### src/rtl/des_uart_host.sv
// -----------------------------------------------------------------------------
// des_uart_host
//
// Host-side initiator for the DES board-test UART link. A request (command byte
// plus 64-bit payload) is serialised as a 9-byte frame on uart_tx: the command
// first, then the payload LSB byte first. For encrypt (8'h0F) and decrypt
// (8'hF0) the block then waits for an 8-byte reply on uart_rx and presents it
// as one 64-bit word. Any other command, including load key (8'hFF), finishes
// once the frame has been sent.
//
// Ports
//   clk          system clock
//   rst          synchronous, active-high reset
//   req_valid    request present; accepted when req_valid && req_ready
//   req_ready    high only in IDLE (and not while rst is asserted)
//   req_cmd      command byte, sent unchanged as the first frame byte
//   req_data     64-bit key or data block, sent after the command
//   rsp_valid    one-cycle pulse; rsp_data holds the result
//   rsp_data     result word, held until the next rsp_valid
//   rsp_timeout  one-cycle pulse: the reply did not begin within TIMEOUT_BAUDS bit periods
//   rsp_err      one-cycle pulse: a reply byte had a stop bit of 0
//   busy         high from accept until the transaction ends
//   uart_tx      serial out, idle high
//   uart_rx      serial in, asynchronous (synchronised internally)
// -----------------------------------------------------------------------------
module des_uart_host #(
  parameter int CLK_FREQ      = 50_000_000,
  parameter int BAUD          = 9600,
  parameter int GAP_BITS      = 1,
  parameter int TIMEOUT_BAUDS = 4096
) (
  input  logic        clk,
  input  logic        rst,
  input  logic        req_valid,
  output logic        req_ready,
  input  logic [7:0]  req_cmd,
  input  logic [63:0] req_data,
  output logic        rsp_valid,
  output logic [63:0] rsp_data,
  output logic        rsp_timeout,
  output logic        rsp_err,
  output logic        busy,
  output logic        uart_tx,
  input  logic        uart_rx
);

  localparam int MCNT_BAUD = CLK_FREQ / BAUD - 1;
  localparam int HALF_BIT  = (MCNT_BAUD + 1) / 2;
  localparam int BW        = (MCNT_BAUD > 0) ? $clog2(MCNT_BAUD + 1) : 1;
  localparam int TW        = (TIMEOUT_BAUDS > 1) ? $clog2(TIMEOUT_BAUDS) : 1;
  localparam int GW        = (GAP_BITS > 1) ? $clog2(GAP_BITS) : 1;

  localparam logic [7:0] CMD_ENC = 8'h0F;
  localparam logic [7:0] CMD_DEC = 8'hF0;

  typedef enum logic [3:0] {
    IDLE,
    TX_START,
    TX_DATA,
    TX_STOP,
    TX_GAP,
    RX_WAIT,
    RX_START,
    RX_DATA,
    RX_STOP,
    DONE
  } state_t;

  state_t state, state_next;

  logic [BW-1:0] baud_cnt;   // clock within the current bit period
  logic [2:0]    bit_cnt;    // data bit index, tx and rx
  logic [GW-1:0] gap_cnt;    // idle bit periods already sent after a stop bit
  logic [3:0]    byte_cnt;   // tx: 0..8, rx: 0..7
  logic [71:0]   frame;      // {data, cmd}; frame[0] is the bit on the wire
  logic [7:0]    cmd_q;
  logic [7:0]    rx_shift;
  logic [55:0]   rsp_buf;    // reply bytes 0..6, byte 0 ends up in [7:0]
  logic [BW-1:0] tmo_div;    // bit-period prescaler for the reply timeout
  logic [TW-1:0] tmo_cnt;    // whole bit periods spent waiting in RX_WAIT
  logic          rx_s1, rx_s2, rx_s3;

  logic accept, baud_end, half_end, tmo_end, rx_fall, rx_store;
  logic tx_byte_done, expect_rsp;

  assign accept     = req_valid && req_ready;
  assign baud_end   = (baud_cnt == BW'(MCNT_BAUD));
  assign half_end   = (baud_cnt == BW'(HALF_BIT - 1));
  assign tmo_end    = (tmo_div == BW'(MCNT_BAUD)) && (tmo_cnt == TW'(TIMEOUT_BAUDS - 1));
  assign rx_fall    = rx_s3 && !rx_s2;
  assign rx_store   = (state == RX_STOP) && baud_end && rx_s2;
  assign expect_rsp = (cmd_q == CMD_ENC) || (cmd_q == CMD_DEC);

  // A byte is finished at the end of its last gap period, or at the end of
  // the stop bit when no gap is configured.
  assign tx_byte_done = baud_end &&
                        (((GAP_BITS == 0) && (state == TX_STOP)) ||
                         ((state == TX_GAP) && (gap_cnt == GW'(GAP_BITS - 1))));

  // ---------------------------------------------------------------------------
  // State register
  // ---------------------------------------------------------------------------
  // NOTE: sequential state uses non-blocking assignments so every flop samples
  // the pre-edge values, independent of statement order.
  always_ff @(posedge clk) begin
    if (rst) state <= IDLE;
    else     state <= state_next;
  end

  // ---------------------------------------------------------------------------
  // Next-state logic
  // ---------------------------------------------------------------------------
  // NOTE: state_next gets a default before the case so no path leaves it
  // unassigned, which would otherwise infer a latch.
  always_comb begin
    state_next = state;
    unique case (state)
      IDLE:     if (accept) state_next = TX_START;
      TX_START: if (baud_end) state_next = TX_DATA;
      TX_DATA:  if (baud_end && bit_cnt == 3'd7) state_next = TX_STOP;
      TX_STOP,
      TX_GAP: begin
        if (tx_byte_done) begin
          if (byte_cnt != 4'd8)  state_next = TX_START;
          else if (expect_rsp)   state_next = RX_WAIT;
          else                   state_next = IDLE;
        end else if (state == TX_STOP && baud_end) begin
          state_next = TX_GAP;
        end
      end
      RX_WAIT: begin
        if (tmo_end)      state_next = IDLE;
        else if (rx_fall) state_next = RX_START;
      end
      // A line that is high again at mid start bit was a glitch.
      RX_START: if (half_end) state_next = rx_s2 ? RX_WAIT : RX_DATA;
      RX_DATA:  if (baud_end && bit_cnt == 3'd7) state_next = RX_STOP;
      RX_STOP: begin
        if (baud_end) begin
          if (!rx_s2)                state_next = IDLE;
          else if (byte_cnt == 4'd7) state_next = DONE;
          else                       state_next = RX_WAIT;
        end
      end
      DONE:     state_next = IDLE;
      default:  state_next = IDLE;
    endcase
  end

  // ---------------------------------------------------------------------------
  // Outputs decoded from state
  // ---------------------------------------------------------------------------
  // DONE is the one-cycle handoff: rsp_valid is high and busy has already
  // dropped, so busy falls together with the pulse.
  always_comb begin
    uart_tx = 1'b1;
    unique case (state)
      TX_START: uart_tx = 1'b0;
      TX_DATA:  uart_tx = frame[0];
      default:  uart_tx = 1'b1;
    endcase
    req_ready = (state == IDLE) && !rst;
    busy      = (state != IDLE) && (state != DONE);
    rsp_valid = (state == DONE);
  end

  // ---------------------------------------------------------------------------
  // Datapath: counters, shift registers, response registers
  // ---------------------------------------------------------------------------
  always_ff @(posedge clk) begin
    if (rst) begin
      baud_cnt    <= '0;
      bit_cnt     <= '0;
      gap_cnt     <= '0;
      byte_cnt    <= '0;
      frame       <= '0;
      cmd_q       <= '0;
      rx_shift    <= '0;
      rsp_buf     <= '0;
      rsp_data    <= '0;
      tmo_div     <= '0;
      tmo_cnt     <= '0;
      rsp_timeout <= 1'b0;
      rsp_err     <= 1'b0;
      rx_s1       <= 1'b1;
      rx_s2       <= 1'b1;
      rx_s3       <= 1'b1;
    end else begin
      // rx_s3 only serves falling-edge detection on the synchronised line.
      rx_s1 <= uart_rx;
      rx_s2 <= rx_s1;
      rx_s3 <= rx_s2;

      // Every state change restarts the bit timer; within a state it wraps
      // at the end of each bit period.
      if (state_next != state || baud_end) baud_cnt <= '0;
      else                                 baud_cnt <= baud_cnt + 1'b1;

      if (state == TX_DATA || state == RX_DATA) begin
        if (baud_end) bit_cnt <= bit_cnt + 1'b1;
      end else begin
        bit_cnt <= '0;
      end

      if (state == TX_GAP) begin
        if (baud_end) gap_cnt <= gap_cnt + 1'b1;
      end else begin
        gap_cnt <= '0;
      end

      if (accept) begin
        frame    <= {req_data, req_cmd};
        cmd_q    <= req_cmd;
        byte_cnt <= '0;
      end else if (state == TX_DATA && baud_end) begin
        frame <= {1'b0, frame[71:1]};
      end

      if (tx_byte_done) byte_cnt <= (byte_cnt == 4'd8) ? 4'd0 : byte_cnt + 1'b1;

      // Sampling happens one bit period after the mid-start check, so each
      // data bit is taken near its centre.
      if (state == RX_DATA && baud_end) rx_shift <= {rx_s2, rx_shift[7:1]};

      if (rx_store) begin
        byte_cnt <= byte_cnt + 1'b1;
        if (byte_cnt == 4'd7) rsp_data <= {rx_shift, rsp_buf};
        else                  rsp_buf  <= {rx_shift, rsp_buf[55:8]};
      end

      // Timeout runs only while waiting for a start bit; a glitch back to
      // RX_WAIT continues the count, a stored byte restarts it.
      if (state == RX_WAIT) begin
        if (tmo_end) begin
          tmo_div <= '0;
          tmo_cnt <= '0;
        end else if (tmo_div == BW'(MCNT_BAUD)) begin
          tmo_div <= '0;
          tmo_cnt <= tmo_cnt + 1'b1;
        end else begin
          tmo_div <= tmo_div + 1'b1;
        end
      end else if (rx_store || !(state inside {RX_START, RX_DATA, RX_STOP})) begin
        tmo_div <= '0;
        tmo_cnt <= '0;
      end

      rsp_timeout <= (state == RX_WAIT) && tmo_end;
      rsp_err     <= (state == RX_STOP) && baud_end && !rx_s2;
    end
  end

endmodule

### config.mk
export PLATFORM = sky130hd
export DESIGN_NAME = des_uart_host
export DESIGN_NICKNAME = d
export VERILOG_FILES = /design/src/rtl/des_uart_host.sv
export SDC_FILE = /design/constraint.sdc
export NUM_CORES = 1
export LEC_CHECK = 0
export BUFFER_PORTS_ARGS = -buffer_cell sky130_fd_sc_hd__buf_2
export CAP_MARGIN = 20
export CORE_ASPECT_RATIO = 1.4
export CORE_MARGIN = 2
export CORE_UTILIZATION = 40
export DETAILED_ROUTE_END_ITERATION = 12
export GPL_TIMING_DRIVEN = 0
export PLACE_DENSITY = 0.57
export SLEW_MARGIN = 20
export SYNTH_ARGS = -nofsm -noshare
export SYNTH_HDL_FRONTEND = slang
export SYNTH_SLANG_ARGS = --single-unit
export TNS_END_PERCENT = 20
### constraint.sdc
create_clock -name clk -period 4.2 [get_ports clk]
set_clock_uncertainty 0.2 [all_clocks]
set_input_delay 0.42 -clock clk [delete_from_list [all_inputs] [get_ports clk]]
set_output_delay 0.42 -clock clk [all_outputs]
set_load 0.02 [all_outputs]
==> flow_summary.ini, run 1 <==
[floorplanning]
start_util_pct = 40.43
dieArea_mm2 = 0.02838
core_mm2 = 0.02674
ios = 146
std_cell_rows = 71
die_w_um = 142.9
die_h_um = 198.5

[cts]
ctsResizeCount = 0
clockBufferDepth = 3
htree_levels = 1
clk_pin_slew_worst_paths_ns = 0.06
clkLatencyLatePin_ns = 0.53
cts_buffers = 27
cts_tree = built
cts_sinks = 263
cts_root_buf = clkbuf_16

[sta]
setup_viol = 0
slew_headroom_pct = 47.30
finalSetupTns_ns = 0
period_needed_ns = 2.884
worst_pin_slew_ns = 0.7905
hold_viol = 0
rsz0062_at_grt = no
fmaxAchievable_mhz = 346.7
slew_viol_final = 0
setup_slack_ns = 1.316
fin_crit_sh_pct = 68.68
timing.hold.ws_ns = 0.01367

[synth]
synth-simple-area-share_pct = 28.34
postSynthCellCount = 1355
synth_edf_count = 0
synth_xor_area_share_pct = 2.106
ys_async_sr_fraction_pct = 0
synth-compound-area-share_pct = 15.62
netlist_area_mm2 = 0.01081
synth-adder-area-share_pct = 0.8101
ys_types = 63
yosysWarnings = 0
seq_area_frac_synth_pct = 48.70
syn_nets = 1438
netlist_top_cells_area = dfxtp_1 (49%), nand2_1 (15%), a21oi_1 (7.1%), a311oi_1 (5.7%), nor2_1 (4.3%)
synth_top_family_by_area = simple AND/OR/NAND/NOR gates
syn_avg_cell_area_um2 = 7.979
synth.mux.area_fraction_pct = 0.3125
synth_top_area_share_pct = 48.70
netlist.top_cell.by_area = dfxtp_1
synth_ff_type = dfxtp_1
yosys_register_bits = 263

[grt]
overflow = 0
grt_max_degree = 15
antenna_found_initial = 2
grt_pass1_vias = 9658
grt_pass1_wl_mm = 47.32
grt_usage_pct = 20.00

[pwr]
p_leak_nw = 5.029
internal-power_mw = 4.166
clkPwrFrac_pct = 46.1
power_frac_comb_pct = 5.4
power_density_mw_per_mm2 = 395.8
switching_share_pct = 21.99
peakVddDrop_mv = 0.3113
p_total_mw = 5.340
p_switching_mw = 1.174
p_seq_share_pct = 48.5

[setup_path]
cp.arrival_ns = 3.14
timing.critical_path.mode_cell = clkbuf_1
cp-start-kind = flop
required_ns = 4.46
crit_fanout = 10
cp_slowest_stage_delay_ns = 0.53
cp-startpoint = baud_cnt[0]$_SDFF_PP0_
crit_type = reg2reg
cp_slowest_cell = clkbuf_1
crit_chain = ha_1, and4b_1, and3_1, buf_4, nand4_1, clkbuf_1, clkbuf_1, nand2_1, a21oi_1
end_kind = flop
worstRegToRegCells = 9
regToRegStartpoint = baud_cnt[0]$_SDFF_PP0_

[drt]
detail_route.wl_per_cell_um = 14.39
first_pass_iters = 5
via_per_inst = 5.031
num_vias = 9906
final_antenna_net_count = 0
first_iter_violations = 387
drc_errors = 0
wl_mm = 28.33

[final_layout]
layout_common_cells = nand2_1 (441), dfxtp_1 (263), buf_2 (167), a21oi_1 (153), nor2_1 (124)
area_growth_pct = 24.79
layout_commonest_cell = nand2_1
finalInstanceArea_mm2 = 0.01349
layout.cells.non_filler = 1969
n_antenna_cell = 0
fin_nets = 1672
final_util_pct = 50.46
drive_above_1_share_pct = 15.52

[place]
placed_cells = 1865
gp_congestion = 0.8027
port_buffers = 145
place_ws_ns = 1.295
hpwl_mm = 19.81
postPlaceCellArea_mm2 = 0.01199

[min_path]
min_path_cells = 3
hold_start = req_data[34]
hp-class = in2reg

[run]
cap_violations = 0

[run_status]
status = complete, no violations
## path summary, 6_finish.rpt
kind	slack, ns	to
max	1.32	rsp_data[55]$_SDFFE_PP0P_
max reg2reg	1.32	rsp_data[55]$_SDFFE_PP0P_
min	0.01	frame[42]$_SDFFE_PP0P_
min reg2reg	0.24	rx_s2$_SDFF_PP1_
## cell type report
type	instances	area [um^2]
multi-input combinational	991	5102
inverter	5	18.77
clock buffer	34	742.0
tap	365	456.7
sequential	263	5265
clock inverter	10	155.1
fill	2644	13250
buffer	96	425.4
timing repair buffer	205	1326
## registers in the layout (all words and copies together) (netlist names)
| signal | cells |
|---|---|
| rx_s1 | 1 |
| byte_cnt | 4 |
| state | 4 |
| rsp_buf | 56 |
| rsp_timeout | 1 |
| cmd_q | 8 |
| bit_cnt | 3 |
| rx_s2 | 1 |
| baud_cnt | 13 |
| frame | 72 |
| tmo_div | 13 |
| rx_s3 | 1 |
| rx_shift | 8 |
| tmo_cnt | 12 |
| rsp_data | 64 |
| rsp_err | 1 |
| gap_cnt | 1 |
## critical path: cells and delay by family (launching register included)
kind,cells,cell delay [ns]
flip-flops,1,0.36
AO/OA/AOI/OAI,1,0.13
AND/OR/NAND/NOR,4,0.66
buffers and inverters,3,1.16
adder cells (fa/ha/maj),1,0.30
## timing repair
action / 4_1_cts / 5_1_grt
endpoints found under the hold margin: 68 / 0
hold buffers: 60 / 0
setup buffers: 0 / 0
## layer usage
layer  vias up  part of all wire [%]  track usage [%]
met4         2                   1.8            4.584
li1       5084                     -                -
met2       197                    50            36.54
met1      4585                    43            24.31
met3        38                   4.7            3.418
met5         -                 0.025                0
## cells by family after synthesis
group,count (synthesis)
and+or+nand+nor,690
AOI/OAI and AO/OA,265
DFF,263
buffers and inverters,101
xor gates and xnor gates,26
adders and majority gates,7
muxes,3
## Yosys cell counts (12+ instances only)
cell type and n:
nor2_1 124, and3_1 15, o21ai_0 17, dfxtp_1 263
nand3_1 23, nand4_1 12, buf_2 22, nand2_1 441
a21oi_1 153, xor2_1 16, clkbuf_1 63, a311oi_1 70
## power by group through the flow
stage	sequential [mW]	combinational (mW)	clock [mW]
floorplan	2.63	0.159	0
global placement	2.64	0.245	0
detailed placement	2.64	0.247	0
CTS	2.59	0.290	2.52
global route	2.59	0.325	2.61
finish	2.59	0.291	2.46
Note: power is estimated with default switching activity, not from simulation.
==> inputs of run 2 (changes only) <==
--- a/config.mk
+++ b/config.mk
@@ -5,6 +5,7 @@
 export SDC_FILE = /design/constraint.sdc
 export NUM_CORES = 1
 export LEC_CHECK = 0
+export ABC_AREA = 1
 export BUFFER_PORTS_ARGS = -buffer_cell sky130_fd_sc_hd__buf_2
 export CAP_MARGIN = 20
 export CORE_ASPECT_RATIO = 1.4
==> constraint.sdc (replaced) <==
create_clock -name clk -period 2.8 [get_ports clk]
set_clock_uncertainty 0.2 [all_clocks]
set_input_delay 0.28 -clock clk [delete_from_list [all_inputs] [get_ports clk]]
set_output_delay 0.28 -clock clk [all_outputs]
set_load 0.02 [all_outputs]
==> flow_summary.ini, run 2 <==
[drt]
num_vias = 10240
first_iter_violations = 388
wl_mm = 29.21
detail_route.wl_per_cell_um = 13.86
via_per_inst = 4.860
drc_errors = 0
final_antenna_net_count = 0
first_pass_iters = 5

[final_layout]
layout_commonest_cell = dfxtp_1
n_antenna_cell = 0
layout_common_cells = dfxtp_1 (263), a21oi_1 (225), nand2_1 (197), nor2_1 (196), buf_2 (158)
top_register = frame
area_growth_pct = 25.19
layout.cells.non_filler = 2107
filler_cell_count = 2676
fin_nets = 1806
top_regs = frame (72), rsp_data (64), rsp_buf (56)
regArea_mm2 = 0.005265
largest_reg_flops = 72
finalInstanceArea_mm2 = 0.01371
drive_above_1_share_pct = 16.30
final_util_pct = 50.94
multi_input_area_mm2 = 0.004753

[setup_path]
timing.critical_path.mode_cell = clkbuf_1
crit_chain = ha_1, nand2_2, inv_2, nand2_1, nor2_4, nand4_1, clkbuf_1, clkbuf_1, o21ai_0, a21oi_1
crit_type = reg2reg
crit_fanout = 10
cp_slowest_stage_delay_ns = 0.35
crit_family = buffers and inverters
path_buf_inv = 3
required_ns = 3.00
cp_slowest_cell = dfxtp_1
cp-start-kind = flop
end_kind = flop
cp.arrival_ns = 2.74

[synth]
netlist_area_mm2 = 0.01095
synth.most_common_cell = dfxtp_1
yosysWarnings = 0
syn_avg_cell_area_um2 = 7.411
syn_nets = 1561
synth_edf_count = 0
ys_types = 43
netlist.top_cell.by_area = dfxtp_1
seq_area_frac_synth_pct = 48.07
synth_top_area_share_pct = 48.07
synth_ff_type = dfxtp_1
postSynthCellCount = 1478
yosys_register_bits = 263
ys_async_sr_fraction_pct = 0
ys_top_cells_by_count = dfxtp_1 (263), a21oi_1 (225), nand2_1 (197), nor2_1 (196), o21ai_0 (146)
netlist_top_cells_area = dfxtp_1 (48%), a21oi_1 (10%), nand2_1 (6.8%), nor2_1 (6.7%), o21ai_0 (6.7%)

[sta]
timing.hold.ws_ns = 0.02601
setup_slack_ns = 0.2624
hold_viol = 0
rsz0062_at_grt = no
finalSetupTns_ns = 0
fin_crit_sh_pct = 90.63
setup_viol = 0
slew_viol_final = 0
period_needed_ns = 2.538
fmaxAchievable_mhz = 394.1
slew_headroom_pct = 57.30
worst_pin_slew_ns = 0.6405

[cts]
clkLatencyLatePin_ns = 0.52
clockBufferDepth = 3
cts_root_buf = clkbuf_16
htree_levels = 1
cts_buffers = 26
clk_pin_slew_worst_paths_ns = 0.06
cts_tree = built
cts_sinks = 263

[place]
placed_cells = 1988
postPlaceCellArea_mm2 = 0.01214
port_buffers = 145
gp_congestion = 0.8528
place_ws_ns = 0.2317
hpwl_mm = 21.01

[pwr]
p_total_mw = 7.817
power_density_mw_per_mm2 = 570.1
p_leak_nw = 5.469
peakVddDrop_mv = 0.3520

[grt]
grt_pass1_vias = 10000
grt_pass1_wl_mm = 47.88
overflow = 0
antenna_found_initial = 0
grt_max_degree = 15
grt_usage_pct = 20.26

[min_path]
hp-class = in2reg

[floorplanning]
core_mm2 = 0.02692
std_cell_rows = 71
ios = 146
start_util_pct = 40.69
dieArea_mm2 = 0.02874
die_h_um = 199.8
die_w_um = 143.9

[run]
cap_violations = 0

[run_status]
status = complete, no violations
[run 2: cell types whose count changed in the layout (fill, tap and decap cells not counted), moves of 70 or more]
cell,before,now
a311oi_1,70,0
inv_1,5,118
nor2_1,124,196
nand2_1,441,197
o21ai_0,17,146
a21oi_1,153,225
[run 2: what timing repair did]
item | in CTS | in global routing
gates resized for setup | 0 | 2
endpoints found under the hold margin | 80 | 0
hold buffers | 72 | 0
endpoints found under the setup margin | 0 | 3
buffers inserted | 0 | 0
[run 2: kinds of logic (layout without fill, tap and decap cells)]
| family | Yosys count | count (layout) | share of synthesized area [%] |
|---|---|---|---|
| AO/OA/AOI/OAI | 471 | 471 | 22.26 |
| buffers and inverters | 229 | 493 | 8.533 |
| XOR/XNOR | 9 | 9 | 0.7196 |
| adder cells (fa/ha/maj) | 7 | 7 | 0.7996 |
| flip-flops | 263 | 263 | 48.07 |
| AND/OR/NAND/NOR | 499 | 499 | 19.61 |
[run 2: layout make-up]
class / count / area share [%]
timing repair buffer: 217 / 10.55
inverter: 142 / 3.905
clock inverter: 11 / 0.7665
sequential: 263 / 38.40
buffer: 87 / 2.920
multi-input combinational: 986 / 34.67
tap: 365 / 3.331
clock buffer: 36 / 5.466
[run 2: power by group]
group	internal, mW	leakage [nW]	switching (mW)
Combinational	0.207	2.91	0.288
Clock	2.05	0.431	1.45
Sequential	3.79	2.12	0.0304
[run 2: routing by layer]
layer	routed length [um]	track usage (%)
met3	1114	2.719
met1	12430	23.37
met5	0	0
met2	14870	38.50
met4	784	6.028
[run 2: final timing paths]
check | to | slack, ns | from | cells after the start
max | rsp_buf[32]$_SDFFE_PP0P_ | 0.26 | baud_cnt[0]$_SDFF_PP0_ | 10
min | frame[32]$_SDFFE_PP0P_ | 0.03 | req_data[24] | 5
max reg2reg | rsp_buf[32]$_SDFFE_PP0P_ | 0.26 | baud_cnt[0]$_SDFF_PP0_ | 10
min reg2reg | rx_s2$_SDFF_PP1_ | 0.21 | rx_s1$_SDFF_PP1_ | 1
[run 2: worst min-delay path: stages]
cell and delay (ns):
buf_2 0.11, nor2_1 0.12, nor2_1 0.06, o21ai_0 0.07, a21oi_1 0.06
